--- src/rtl/sm_hex_entry_pkg.sv ---
// Shared definitions for the hex-entry block: FSM encoding, default widths
// and the saturating digit counter helper.
package sm_hex_entry_pkg;

  typedef enum logic {
    IDLE  = 1'b0,
    WRITE = 1'b1
  } state_t;

  localparam int DEF_DEBOUNCE_CYCLES = 50000;
  localparam int DEF_DATA_WIDTH      = 32;
  localparam int DEF_ADDR_WIDTH      = 5;

  function automatic logic [3:0] sat_inc(input logic [3:0] v, input logic [3:0] lim);
    return (v == lim) ? v : v + 4'd1;
  endfunction

endpackage

--- src/rtl/sm_hex_entry_debounce.sv ---
// Key conditioner: 2-flop synchronizer, level debouncer and press detector
// producing a one-cycle pulse on each accepted press.
module sm_debounce #(
  parameter int DEBOUNCE_CYCLES = 50000
) (
  input  logic clk,
  input  logic rst_n,
  input  logic key_n,
  output logic press
);

  localparam int                CNT_W    = (DEBOUNCE_CYCLES > 1) ? $clog2(DEBOUNCE_CYCLES + 1) : 1;
  localparam logic [CNT_W-1:0]  CNT_LAST = CNT_W'(DEBOUNCE_CYCLES - 1);

  logic             sync_p0;
  logic             sync_p1;
  logic             level;
  logic             armed;
  logic [CNT_W-1:0] cnt;

  // Sync flops reset to "pressed" and armed starts low, so a key held through
  // reset must be seen released before any press can be reported.
  always_ff @(posedge clk or negedge rst_n) begin
    if (!rst_n) begin
      sync_p0 <= 1'b0;
      sync_p1 <= 1'b0;
      level   <= 1'b1;
      armed   <= 1'b0;
      cnt     <= '0;
      press   <= 1'b0;
    end else begin
      // Stage p0 -> p1: synchronizer
      sync_p0 <= key_n;
      sync_p1 <= sync_p0;
      press   <= 1'b0;
      if (sync_p1 && level) armed <= 1'b1;
      if (sync_p1 != level) begin
        if (cnt == CNT_LAST) begin
          level <= sync_p1;
          cnt   <= '0;
          press <= armed & ~sync_p1;
        end else begin
          cnt <= cnt + 1'b1;
        end
      end else begin
        cnt <= '0;
      end
    end
  end

endmodule

--- src/rtl/sm_hex_entry.sv ---
// Hex word entry from push buttons and switches; committed words are issued
// as a valid/ready write request.
module sm_hex_entry
  import sm_hex_entry_pkg::*;
#(
  parameter int DEBOUNCE_CYCLES = DEF_DEBOUNCE_CYCLES,
  parameter int DATA_WIDTH      = DEF_DATA_WIDTH,
  parameter int ADDR_WIDTH      = DEF_ADDR_WIDTH
) (
  input  logic                  clk,
  input  logic                  rst_n,
  input  logic                  key_digit_n,
  input  logic                  key_commit_n,
  input  logic [3:0]            nibble,
  input  logic [ADDR_WIDTH-1:0] addr_in,
  output logic [DATA_WIDTH-1:0] shadow,
  output logic [3:0]            digit_count,
  output logic                  wr_valid,
  input  logic                  wr_ready,
  output logic [ADDR_WIDTH-1:0] wr_addr,
  output logic [DATA_WIDTH-1:0] wr_data,
  output logic                  busy
);

  localparam logic [3:0] MAX_DIGITS = 4'(DATA_WIDTH / 4);

  logic   digit_press;
  logic   commit_press;
  state_t state;

  sm_debounce #(.DEBOUNCE_CYCLES(DEBOUNCE_CYCLES)) u_db_digit (
    .clk   (clk),
    .rst_n (rst_n),
    .key_n (key_digit_n),
    .press (digit_press)
  );

  sm_debounce #(.DEBOUNCE_CYCLES(DEBOUNCE_CYCLES)) u_db_commit (
    .clk   (clk),
    .rst_n (rst_n),
    .key_n (key_commit_n),
    .press (commit_press)
  );

  always_ff @(posedge clk or negedge rst_n) begin
    if (!rst_n) begin
      state       <= IDLE;
      shadow      <= '0;
      digit_count <= '0;
      wr_valid    <= 1'b0;
      wr_addr     <= '0;
      wr_data     <= '0;
      busy        <= 1'b0;
    end else begin
      case (state)
        IDLE: begin
          // Commit has priority; a coincident digit press is dropped.
          if (commit_press) begin
            wr_addr  <= addr_in;
            wr_data  <= shadow;
            wr_valid <= 1'b1;
            busy     <= 1'b1;
            state    <= WRITE;
          end else if (digit_press) begin
            shadow      <= {shadow[DATA_WIDTH-5:0], nibble};
            digit_count <= sat_inc(digit_count, MAX_DIGITS);
          end
        end
        WRITE: begin
          if (wr_ready) begin
            wr_valid    <= 1'b0;
            busy        <= 1'b0;
            shadow      <= '0;
            digit_count <= '0;
            state       <= IDLE;
          end
        end
        default: state <= IDLE;
      endcase
    end
  end

endmodule

--- config.mk ---
export PLATFORM = sky130hd
export DESIGN_NAME = sm_hex_entry
export DESIGN_NICKNAME = d
export VERILOG_FILES = /design/src/rtl/sm_hex_entry_pkg.sv /design/src/rtl/sm_hex_entry_debounce.sv /design/src/rtl/sm_hex_entry.sv
export SDC_FILE = /design/constraint.sdc
export NUM_CORES = 1
export LEC_CHECK = 0
export ABC_CLOCK_PERIOD_IN_PS = 3200
export BUFFER_PORTS_ARGS = -buffer_cell sky130_fd_sc_hd__buf_2
export CORE_AREA = 5 5 99 101
export CTS_CLUSTER_SIZE = 16
export DETAILED_ROUTE_END_ITERATION = 8
export DIE_AREA = 0 0 104 106
export PLACE_DENSITY = 0.84
export SKIP_LAST_GASP = 1
export SYNTH_ARGS = -nofsm -noshare
export SYNTH_HDL_FRONTEND = slang
export SYNTH_SLANG_ARGS = --single-unit
--- constraint.sdc ---
create_clock -name clk -period 3.2 [get_ports clk]
set_input_delay 0.48 -clock clk [delete_from_list [all_inputs] [get_ports clk]]
set_output_delay 0.48 -clock clk [all_outputs]
set_load 0.05 [all_outputs]
==> summary by stage <==
Job
The count of maximum capacitance violations is 0.

Logic synthesis
The simple-gate share of the synthesized area is between 10% and 20%. The netlist area before placement is 4710 um2. The total of flip-flops plus latches after synthesis is 117. After synthesis, the cell types taking the most area are dfrtp_1, mux2_2, a22o_1. The post-synthesis instance total is around 360.

The share of the yosys chip area belonging to registers is between 60% and 70%. A synthesized cell averages between 10 and 15 um2. The parity-gate share of the synthesized area counting xor and xnor cells is between 4 and 5%. The synthesized-area fraction occupied by ao, oa, aoi and oai cells is 8.42%. The number of enable-type register cells in the synthesized netlist is 0. The most used flip-flop cell after synthesis is dfrtp_1. Of the post-synthesis cell area, the dominant cell type holds between 60 and 70%. The share of synthesized cell area in full adder, half adder and majority cells is under 10%. Counting flops with an async set or reset pin after synthesis yields a share of between 90% and 100%.

Synthesis produced a netlist with a net count of between 300 and 400. The most repeated cell in the gate-level netlist after synthesis is dfrtp_1. The count of different cell masters after synthesis is 39. The main combinational cell family by area after synthesis is simple AND/OR/NAND/NOR gates. Measured against the total synthesized area, the mux share comes to under 10%. The yosys synthesis warning count is 0. The commonest cells after synthesis are dfrtp_1, mux2_2, a22o_1, nor2_1, xnor2_1.

The cell taking the most area after synthesis is dfrtp_1.

GRT
The first-pass GRT wire length is 17000 um. Global routing finished with a remaining overflow of 0. The number of global-route vias before repair was 3312. Global routing used about a fifth of the available tracks across all layers.

The number of antenna violations at the first check in global routing is 0. The largest net degree at the start of global routing is between 60 and 70.

Setup path
In this run the register-to-register setup slack is roughly 1100 ps. The number of cells on the worst reg-to-reg path is 3. The endpoint identified for the worst register-to-register timing path is u_db_commit.cnt[7]. The kind of launch point of the worst setup path is a flip-flop. In this run the worst path has a maximum fanout of 15.

The required arrival time at the worst endpoint is roughly 3500 ps. The worst setup path category is flip-flop to flip-flop. The arrival time at the worst endpoint is around 2500 ps. STA classifies the critical path endpoint as a flip-flop.

The startpoint identified for the worst register-to-register timing path is u_db_commit.cnt[5].

Clock network
The number of gates resized after CTS is 0. The post-CTS repair timing setup buffer count is 0. Clock tree synthesis found a total of between 100 and 150 sinks.

The clock transition at the register clock pins on the worst setup and hold paths after CTS is around 60 ps. CTS built an H-tree with a depth of 4. The cts-stage hold buffer count is 0. The clock latency of the later-clocked register in the worst-skew pair is ~500 ps. Counting along the longest clock path gives a buffer depth of 2. TritonCTS built the clock tree. The cell sitting at the root of the clock tree is a clkbuf_8. Counting the buffers created by CTS gives 17.

Routing
In the routed design, unresolved DRC markers number 0. The first TritonRoute pass finished after 5 iterations. The count of vias placed by the detailed router is roughly 3300. The final layout contains routed wiring with a total length of ~10000 um. The routed via count divided by cell count is between 5 and 6. The violation count after the first detailed-routing iteration is roughly 190. The number of nets with antenna violations after routing is 0.

The average wire per cell in the routed design is between 15 and 20 um.

Layout
The number of fill cells is around 620. The area growth from synthesis to layout is 24.5%. The count of nets after finishing is approximately 480. The layout cell share with drive strength beyond 1 is about 37%. 0 antenna diodes ended up in the layout.

STA
The max-slew headroom at the worst pin is about 36%. In the final timing run, aggregate negative setup slack is 0 ps. The post-route minimum period is between 2000 and 2500 ps. The number of hold-slack violations in the final timing report is 0. The minimum hold slack is slightly below 50 ps. The maximum clock frequency is ~0.47 GHz. Setup repair after global routing left no endpoint under its margin. The max-slew violation total from the final report is 0.

The final count of negative-setup-slack endpoints is 0. The ratio of final minimum period to clock period is approximately two thirds. The post-route clock skew is slightly below 6 ps. At the pin with the least slew margin, the transition time is about 960 ps.

Die
In this run the horizontal extent of the chip is between 100 and 150 um. From bottom edge to top edge, the die measures 106 um. The effective utilization at floorplan is 52.7%. During I/O placement, the number of pins put on the boundary was 89. Row generation in the floorplan step produced 35 rows. The die area is between 10000 and 15000 um2. The area of the core region is roughly 9000 um2.

Run status
The run finished with clean final reports.

Power
The reported leakage power is 0.00299 uW. IR analysis of the VDD net gives a maximum drop of 357 uV. The design draws approximately 3500 uW. Dividing total power by cell area gives a power density of between 500 and 600 nW/um2.

Place
The HPWL after detailed placement is 6450 um. Routability-driven placement finished with a final weighted congestion of between 0.8 and 0.9. The count of buffers added on input and output ports is 88.

Min path
The type of the tightest min-delay check is input pin to asynchronous set/reset pin.
-- report_power, final --
| group | total [uW] | internal (uW) | leakage (uW) | switching, uW |
|---|---|---|---|---|
| Combinational | 117 | 30.6 | 0.00111 | 86.6 |
| Sequential | 1510 | 1500 | 0.00160 | 15.1 |
| Clock | 1850 | 1160 | 0.000281 | 695 |
| Total | 3480 | 2690 | 0.00299 | 796 |
-- routing by layer --
| metal | up-vias | wire length [um] | global-route usage (%) |
|---|---|---|---|
| li1 | 1489 | - | - |
| met1 | 1667 | 4140 | 24.2 |
| met2 | 127 | 5050 | 31.6 |
| met3 | 11 | 727 | 7.23 |
| met4 | 0 | 112 | 5.00 |
| met5 | - | 0 | 0 |
-- metrics by stage --
| stage | instance area (um2) | setup slack, ps | instances | util (%) |
|---|---|---|---|---|
| 2_1_floorplan | 4710 | 1430 | 361 | - |
| 3_3_place_gp | 5270 | 1190 | 549 | 59.0 |
| 3_5_place_dp | 5270 | 1100 | 549 | 59.0 |
| 4_1_cts | 5860 | 1070 | 581 | 65.6 |
| 5_1_grt | 5860 | 921 | 581 | 65.6 |
| 6_report | 5860 | 1090 | 581 | 65.6 |
-- logic make-up after synthesis --
group,Yosys count
XOR/XNOR,25
multiplexers,39
adder cells (fa/ha/maj),6
buffers and inverters,26
flip-flops,117
AND/OR/NAND/NOR,100
AO/OA/AOI/OAI,48
-- layout make-up --
cell class | count | area [um2] | area share (%)
inverters | 11 | 41.3 | 0.704
clock buffers | 19 | 442 | 7.53
flip-flops and latches | 117 | 2930 | 50.0
multi-input cells | 218 | 1680 | 28.6
repair buffers | 92 | 485 | 8.28
well taps | 111 | 139 | 2.37
clock inverters | 13 | 149 | 2.54
-- worst max-delay path, stage by stage, from the launching register on --
cell and delay (ps):
dfrtp_1 430, or4b_1 610, o41ai_4 780, a21oi_1 130
-- sequential cells by signal, summed over array words and instances (netlist names), 4 cells and up --
signal	cells
digit_count	4
shadow	32
u_db_commit.cnt	16
u_db_digit.cnt	16
wr_addr	5
wr_data	32
-- worst max-delay path by stage --
| stage | startpoint | end | slack, ps |
|---|---|---|---|
| CTS | u_db_commit.cnt[5] | u_db_commit.cnt[7] | 1070 |
| global route | u_db_commit.cnt[5] | u_db_commit.cnt[11] | 920 |
| finish | u_db_commit.cnt[5] | u_db_commit.cnt[7] | 1090 |
| detailed placement | u_db_commit.cnt[5] | u_db_commit.cnt[15] | 1100 |
| floorplan | u_db_commit.cnt[11] | u_db_commit.cnt[4] | 1430 |
| global placement | u_db_commit.cnt[11] | u_db_commit.cnt[12] | 1190 |
-- layout by cell type, fill, tap and decap left out, drive strengths merged, types with 2 or more instances in the layout --
cell	synthesis	routed
dfrtp	115	115
buf	8	92
mux2	39	39
nor2	33	33
a22o	33	33
xnor2	20	20
clkbuf	7	19
inv	11	14
nand3	11	11
nand4	9	9
nand2	9	9
nor4	9	9
nor3	7	7
a21oi	7	7
ha	6	6
xor2	5	5
clkinv	0	5
o21ai	3	3
or3	3	3
nor4b	3	3
and3	3	3
clkinvlp	0	3
or2	2	2
o22ai	2	2
bufinv	0	2
dfstp	2	2
or4b	2	2
nand2b	2	2
No activity file was read; power rests on OpenSTA's default activity.
